--- config.mk ---
export PLATFORM = sky130hd
export DESIGN_NAME = hazard_ctrl_pipe
export DESIGN_NICKNAME = d
export VERILOG_FILES = /design/src/rtl/hazard_ctrl_pipe.sv
export SDC_FILE = /design/constraint.sdc
export NUM_CORES = 1
export LEC_CHECK = 0
export CAP_MARGIN = 20
export CORE_UTILIZATION = 37
export DETAILED_ROUTE_END_ITERATION = 8
export PLACE_DENSITY = 0.74
export SYNTH_ARGS = -nofsm -noshare
export SYNTH_HDL_FRONTEND = slang
export SYNTH_SLANG_ARGS = --single-unit
--- constraint.sdc ---
create_clock -name clk -period 4.05 [get_ports clk]
set_clock_uncertainty 0.15 [all_clocks]
set_input_delay 0.81 -clock clk [delete_from_list [all_inputs] [get_ports clk]]
set_output_delay 0.81 -clock clk [all_outputs]
set_load 0.005 [all_outputs]
--- src/rtl/hazard_ctrl_pipe.sv ---
// ID/EX control-bundle pipeline register with load-use and mult/div (Hi/Lo) hazard handling.
// Optional build macro HAZARD_STATS_EN adds saturating stall_cycles and flush_count outputs.
module hazard_ctrl_pipe #(
    parameter int WB_W        = 2,
    parameter int M_W         = 2,
    parameter int EX_W        = 14,
    parameter int MEMREAD_BIT = 1,
    parameter int REG_AW      = 5,
    parameter int MD_LAT      = 4
) (
    input  logic              clk,
    input  logic              reset,
    input  logic [WB_W-1:0]   id_wb,
    input  logic [M_W-1:0]    id_m,
    input  logic [EX_W-1:0]   id_ex,
    input  logic              id_valid,
    input  logic [REG_AW-1:0] id_rs,
    input  logic [REG_AW-1:0] id_rt,
    input  logic              id_uses_rt,
    input  logic              id_is_md,
    input  logic              id_uses_hilo,
    input  logic              ex_flush,
    output logic [WB_W-1:0]   ex_wb,
    output logic [M_W-1:0]    ex_m,
    output logic [EX_W-1:0]   ex_ex,
    output logic [REG_AW-1:0] ex_rt,
    output logic              ex_valid,
    output logic              pc_write,
    output logic              ifid_write,
    output logic              stall,
    output logic              md_busy
`ifdef HAZARD_STATS_EN
    ,
    output logic [15:0]       stall_cycles,
    output logic [15:0]       flush_count
`endif
);

    localparam int CNT_W = (MD_LAT > 1) ? $clog2(MD_LAT) : 1;
    localparam logic [CNT_W-1:0] CNT_LOAD = CNT_W'(MD_LAT - 1);
    localparam logic [CNT_W-1:0] CNT_ONE  = CNT_W'(1);

    typedef enum logic [0:0] {
        MD_IDLE = 1'b0,
        MD_BUSY = 1'b1
    } md_state_t;

    // A load in EX whose destination is a non-zero register read by the ID instruction.
    function automatic logic lu_hazard(
        input logic              ex_vld,
        input logic              ex_memread,
        input logic [REG_AW-1:0] ex_dst,
        input logic              id_vld,
        input logic [REG_AW-1:0] rs,
        input logic [REG_AW-1:0] rt,
        input logic              uses_rt
    );
        logic rs_match;
        logic rt_match;
        rs_match  = (ex_dst == rs);
        rt_match  = uses_rt & (ex_dst == rt);
        lu_hazard = ex_vld & ex_memread & (ex_dst != {REG_AW{1'b0}}) & id_vld & (rs_match | rt_match);
    endfunction

    logic [WB_W-1:0]   ex_wb_q,  ex_wb_d;
    logic [M_W-1:0]    ex_m_q,   ex_m_d;
    logic [EX_W-1:0]   ex_ex_q,  ex_ex_d;
    logic [REG_AW-1:0] ex_rt_q,  ex_rt_d;
    logic              ex_valid_q, ex_valid_d;
    md_state_t         state_q,  state_d;
    logic [CNT_W-1:0]  cnt_q,    cnt_d;

    logic lu_haz_s;
    logic md_haz_s;
    logic stall_s;
    logic bubble_s;
    logic md_issue_s;

    // Hazard detection and stall/enable generation; a flush always wins over a stall.
    always_comb begin
        lu_haz_s   = lu_hazard(ex_valid_q, ex_m_q[MEMREAD_BIT], ex_rt_q,
                               id_valid, id_rs, id_rt, id_uses_rt);
        md_haz_s   = (state_q == MD_BUSY) & id_valid & (id_is_md | id_uses_hilo);
        stall_s    = (lu_haz_s | md_haz_s) & ~ex_flush;
        bubble_s   = stall_s | ex_flush | ~id_valid;
        md_issue_s = ~bubble_s & id_is_md;
    end

    // Next contents of the ID/EX register: bubble or the decoded ID bundle.
    always_comb begin
        ex_wb_d    = {WB_W{1'b0}};
        ex_m_d     = {M_W{1'b0}};
        ex_ex_d    = {EX_W{1'b0}};
        ex_rt_d    = {REG_AW{1'b0}};
        ex_valid_d = 1'b0;
        if (bubble_s) begin
            ex_wb_d    = {WB_W{1'b0}};
            ex_m_d     = {M_W{1'b0}};
            ex_ex_d    = {EX_W{1'b0}};
            ex_rt_d    = {REG_AW{1'b0}};
            ex_valid_d = 1'b0;
        end else begin
            ex_wb_d    = id_wb;
            ex_m_d     = id_m;
            ex_ex_d    = id_ex;
            ex_rt_d    = id_rt;
            ex_valid_d = 1'b1;
        end
    end

    // Mult/div occupancy FSM; the counter keeps running through stalls and flushes.
    always_comb begin
        state_d = state_q;
        cnt_d   = cnt_q;
        case (state_q)
            MD_IDLE: begin
                if (md_issue_s && (MD_LAT > 1)) begin
                    state_d = MD_BUSY;
                    cnt_d   = CNT_LOAD;
                end else begin
                    state_d = MD_IDLE;
                    cnt_d   = {CNT_W{1'b0}};
                end
            end
            MD_BUSY: begin
                if (cnt_q == CNT_ONE) begin
                    state_d = MD_IDLE;
                    cnt_d   = {CNT_W{1'b0}};
                end else begin
                    state_d = MD_BUSY;
                    cnt_d   = cnt_q - CNT_ONE;
                end
            end
            default: begin
                state_d = MD_IDLE;
                cnt_d   = {CNT_W{1'b0}};
            end
        endcase
    end

    // ID/EX register and FSM state.
    always_ff @(posedge clk or posedge reset) begin
        if (reset) begin
            ex_wb_q    <= {WB_W{1'b0}};
            ex_m_q     <= {M_W{1'b0}};
            ex_ex_q    <= {EX_W{1'b0}};
            ex_rt_q    <= {REG_AW{1'b0}};
            ex_valid_q <= 1'b0;
            state_q    <= MD_IDLE;
            cnt_q      <= {CNT_W{1'b0}};
        end else begin
            ex_wb_q    <= ex_wb_d;
            ex_m_q     <= ex_m_d;
            ex_ex_q    <= ex_ex_d;
            ex_rt_q    <= ex_rt_d;
            ex_valid_q <= ex_valid_d;
            state_q    <= state_d;
            cnt_q      <= cnt_d;
        end
    end

    assign ex_wb      = ex_wb_q;
    assign ex_m       = ex_m_q;
    assign ex_ex      = ex_ex_q;
    assign ex_rt      = ex_rt_q;
    assign ex_valid   = ex_valid_q;
    assign stall      = stall_s;
    assign pc_write   = ~stall_s;
    assign ifid_write = ~stall_s;
    assign md_busy    = (state_q == MD_BUSY);

`ifdef HAZARD_STATS_EN
    logic [15:0] stall_cycles_q, stall_cycles_d;
    logic [15:0] flush_count_q,  flush_count_d;

    // Saturating event counters.
    always_comb begin
        stall_cycles_d = stall_cycles_q;
        flush_count_d  = flush_count_q;
        if (stall_s && (stall_cycles_q != 16'hFFFF)) begin
            stall_cycles_d = stall_cycles_q + 16'd1;
        end else begin
            stall_cycles_d = stall_cycles_q;
        end
        if (ex_flush && (flush_count_q != 16'hFFFF)) begin
            flush_count_d = flush_count_q + 16'd1;
        end else begin
            flush_count_d = flush_count_q;
        end
    end

    // Statistics registers.
    always_ff @(posedge clk or posedge reset) begin
        if (reset) begin
            stall_cycles_q <= 16'd0;
            flush_count_q  <= 16'd0;
        end else begin
            stall_cycles_q <= stall_cycles_d;
            flush_count_q  <= flush_count_d;
        end
    end

    assign stall_cycles = stall_cycles_q;
    assign flush_count  = flush_count_q;
`endif

endmodule

==> results.py <==
metrics = {
    "routing": {
        "wl_per_cell_um": 14.09,
        "drt_wl_total_um": 3227,
        "first_iter_violations": 44,
        "dr.pass1.iters": 4,
        "vias": 1144,
        "final_antenna_net_count": 0,
        "drcViolationCount": 0,
        "avgViaCountPerCell": 4.996,
    },
    "worst_setup_path": {
        "cpMostUsedCell": "clkdlybuf4s50_1",
        "endpoint_kind": "output pin",
        "path_cells": "clkdlybuf4s50_1 > xnor2_1 > nand4_1 > o22ai_2 > a32o_1 > clkdlybuf4s50_1",
        "critPathMaxFanout": 9,
        "crit_start": "id_rt[4]",
        "worstPathArrival_ns": 2.66,
        "worst_ep_required_time_ns": 3.09,
        "critical_path_class": "in2out",
        "path_delay_family": "buffers and inverters",
        "start_kind": "input pin",
        "cp_slowest_cell": "clkdlybuf4s50_1",
        "path_buf_inv": 2,
        "cpPeakStageDelay_ns": 0.50,
        "r2r-start": "ex_rt[1]$_DFF_PP0_",
    },
    "cts": {
        "cts_hold_buf": 0,
        "post-cts-setup-buffers": 0,
        "root_buffer": "clkbuf_4",
        "cts_made_buffers": 3,
        "cts_htree_levels": 1,
        "clkTransAtPathRegs_ns": 0.14,
        "clockBufferDepth": 2,
        "cts_sinks": 27,
        "clk_latency_ns": 0.32,
        "cts_resized": 0,
        "cts_tree": "done",
    },
    "logic_synthesis": {
        "muxShareOfSynthArea": 0,
        "synth_cells": 122,
        "yosys.area_share.simple": 0.1413,
        "synth_top_family_by_area": "compound AO/OA/AOI/OAI gates",
        "synth_adder_area_share": 0.009747,
        "synth-compound-area-share": 0.1862,
        "syn_nets": 158,
        "syn_area_sq_um": 1284,
        "syn_area_per_cell_sq_um": 10.52,
        "synthXorXnorAreaFrac": 0.06823,
        "synth.distinct_cells": 27,
        "ys_ff_latch": 27,
        "ys.warnings.count": 0,
        "yosysSeqAreaShare": 0.5263,
    },
    "die": {
        "die_area_sq_um": 3709,
        "rows": 21,
        "fp.dieW_um": 60.90,
        "fp.coreArea_sq_um": 3337,
        "num_io_pins": 63,
        "die_y_um": 60.90,
        "initial_utilization": 0.3847,
    },
    "placement": {
        "dpl.cell_count": 224,
        "hpwl_um": 2318,
        "portBuffers": 62,
        "gp_congestion": 0.7389,
        "place_area_sq_um": 1929,
        "post-place-ws_ns": 0.4561,
    },
    "hold_path": {
        "hp-start": "cnt_q[0]$_DFF_PP0_",
        "hold_path_class": "reg2reg",
    },
    "global_routing": {
        "grt_pass1_vias": 1112,
        "overflow": 0,
        "antenna_found_initial": 0,
        "grt_max_degree": 28,
        "grt_use_total": 0.1823,
        "grt_pass1_wl_um": 5050,
    },
    "final_layout": {
        "nNetsFinal": 220,
        "layout_commonest_cell": "clkdlybuf4s50_1",
        "fin_area_sq_um": 1987,
        "drive_gt1_frac": 0.1311,
        "area_delta_synth_final_pct": 54.78,
        "antenna_cells": 0,
        "final_cell_mix": "clkdlybuf4s50_1 (62), dfrtp_1 (27), nand3_1 (25), a21oi_1 (14), a21oi_2 (11)",
        "layout.cells.non_filler": 229,
    },
    "sta": {
        "slew_violations": 0,
        "hold_viol": 0,
        "worst_pin_slew_ns": 0.9687,
        "tns_ns": 0,
        "max-slew-margin-rel": 0.3541,
        "setup_viol": 0,
        "rsz0062_at_grt": "false",
        "period_share": 0.8945,
        "period_needed_ns": 3.623,
        "max_freq_mhz": 276.0,
        "layout_setup_ws_ns": 0.4272,
    },
    "run_status": {
        "outcome": "complete, no violations",
    },
    "power": {
        "power_density_nw_per_um2": 338.8,
        "peakVddDrop_mv": 0.1701,
        "power_w": 0.0006732,
        "leakage_nw": 0.8002,
    },
    "flow_run": {
        "max_cap_viol_count": 0,
    },
}
## final cells by class
cell class,count,area [sq um]
Timing Repair Buffer,68,685.7
Multi-Input combinational cell,81,526.8
Inverter,3,11.26
Clock buffer,3,22.52
Tap cell,46,57.56
Sequential cell,27,675.6
Fill cell,309,1350
Clock inverter,1,7.507
## worst min-delay path: stages (launching register included)
cell,delay (ns)
dfrtp_1,0.38
o22a_1,0.14
o21ai_0,0.07
## cells by family after synthesis
| group | Yosys count |
|---|---|
| AO/OA/AOI/OAI | 34 |
| XOR/XNOR | 10 |
| flip-flops | 27 |
| buffers and inverters | 14 |
| adder cells (fa/ha/maj) | 1 |
| AND/OR/NAND/NOR | 36 |
## Yosys cell counts, drive strengths merged
| cell | number | area [sq um] |
|---|---|---|
| nor2 | 1 | 3.750 |
| nand3 | 25 | 125.1 |
| nand4 | 1 | 6.260 |
| xnor2 | 10 | 87.58 |
| o22ai | 1 | 12.51 |
| a32o | 1 | 10.01 |
| or2 | 1 | 6.260 |
| o21a | 1 | 7.510 |
| a21oi | 25 | 166.4 |
| nor3 | 1 | 5.000 |
| buf | 11 | 76.31 |
| nor2b | 1 | 6.260 |
| o21ai | 2 | 10.00 |
| ha | 1 | 12.51 |
| dfrtp | 27 | 675.7 |
| o22a | 1 | 8.760 |
| nand3b | 1 | 7.510 |
| nand2b | 1 | 6.260 |
| nand2 | 4 | 15.01 |
| o211ai | 2 | 15.01 |
| a32oi | 1 | 8.760 |
| inv | 3 | 11.26 |
## worst paths after layout
kind / depth (start not counted) / slack [ns] / end
min in group asynchronous: 2 / 0.63 / ex_ex[0]$_DFF_PP0_
min: 2 / 0.47 / cnt_q[0]$_DFF_PP0_
max reg2reg: 5 / 2.21 / ex_rt[3]$_DFF_PP0_
min reg2reg: 2 / 0.47 / cnt_q[0]$_DFF_PP0_
max: 6 / 0.43 / stall
max in group asynchronous: 3 / 2.66 / cnt_q[1]$_DFF_PP0_
## sequential cells by signal, indices dropped and copies added (netlist names)
signal	cells
ex_ex	14
ex_rt	5
cnt_q	2
ex_m	2
ex_wb	2
ex_valid	1
md_busy	1
## metrics by stage
| stage | hold WS, ns | utilization |
|---|---|---|
| after floorplan | 0.4019 | - |
| after global placement | 0.4200 | 0.5782 |
| after detailed placement | 0.4548 | 0.5782 |
| after CTS | 0.4738 | 0.5872 |
| after global routing | 0.5239 | 0.5954 |
| final | 0.4682 | 0.5954 |
## layer usage
metal / GRT usage / routed length [um]
met3: 0.05544 / 325
met2: 0.3140 / 1466
met1: 0.2301 / 1425
met4: 0.02922 / 10
met5: 0 / 0
## power breakdown
part           switching, W  internal (W)
Sequential        0.0000223      0.000302
Clock             0.0000816     0.0000377
Combinational      0.000103      0.000127
Total              0.000207      0.000467
Note: power is estimated with default switching activity, not from simulation.
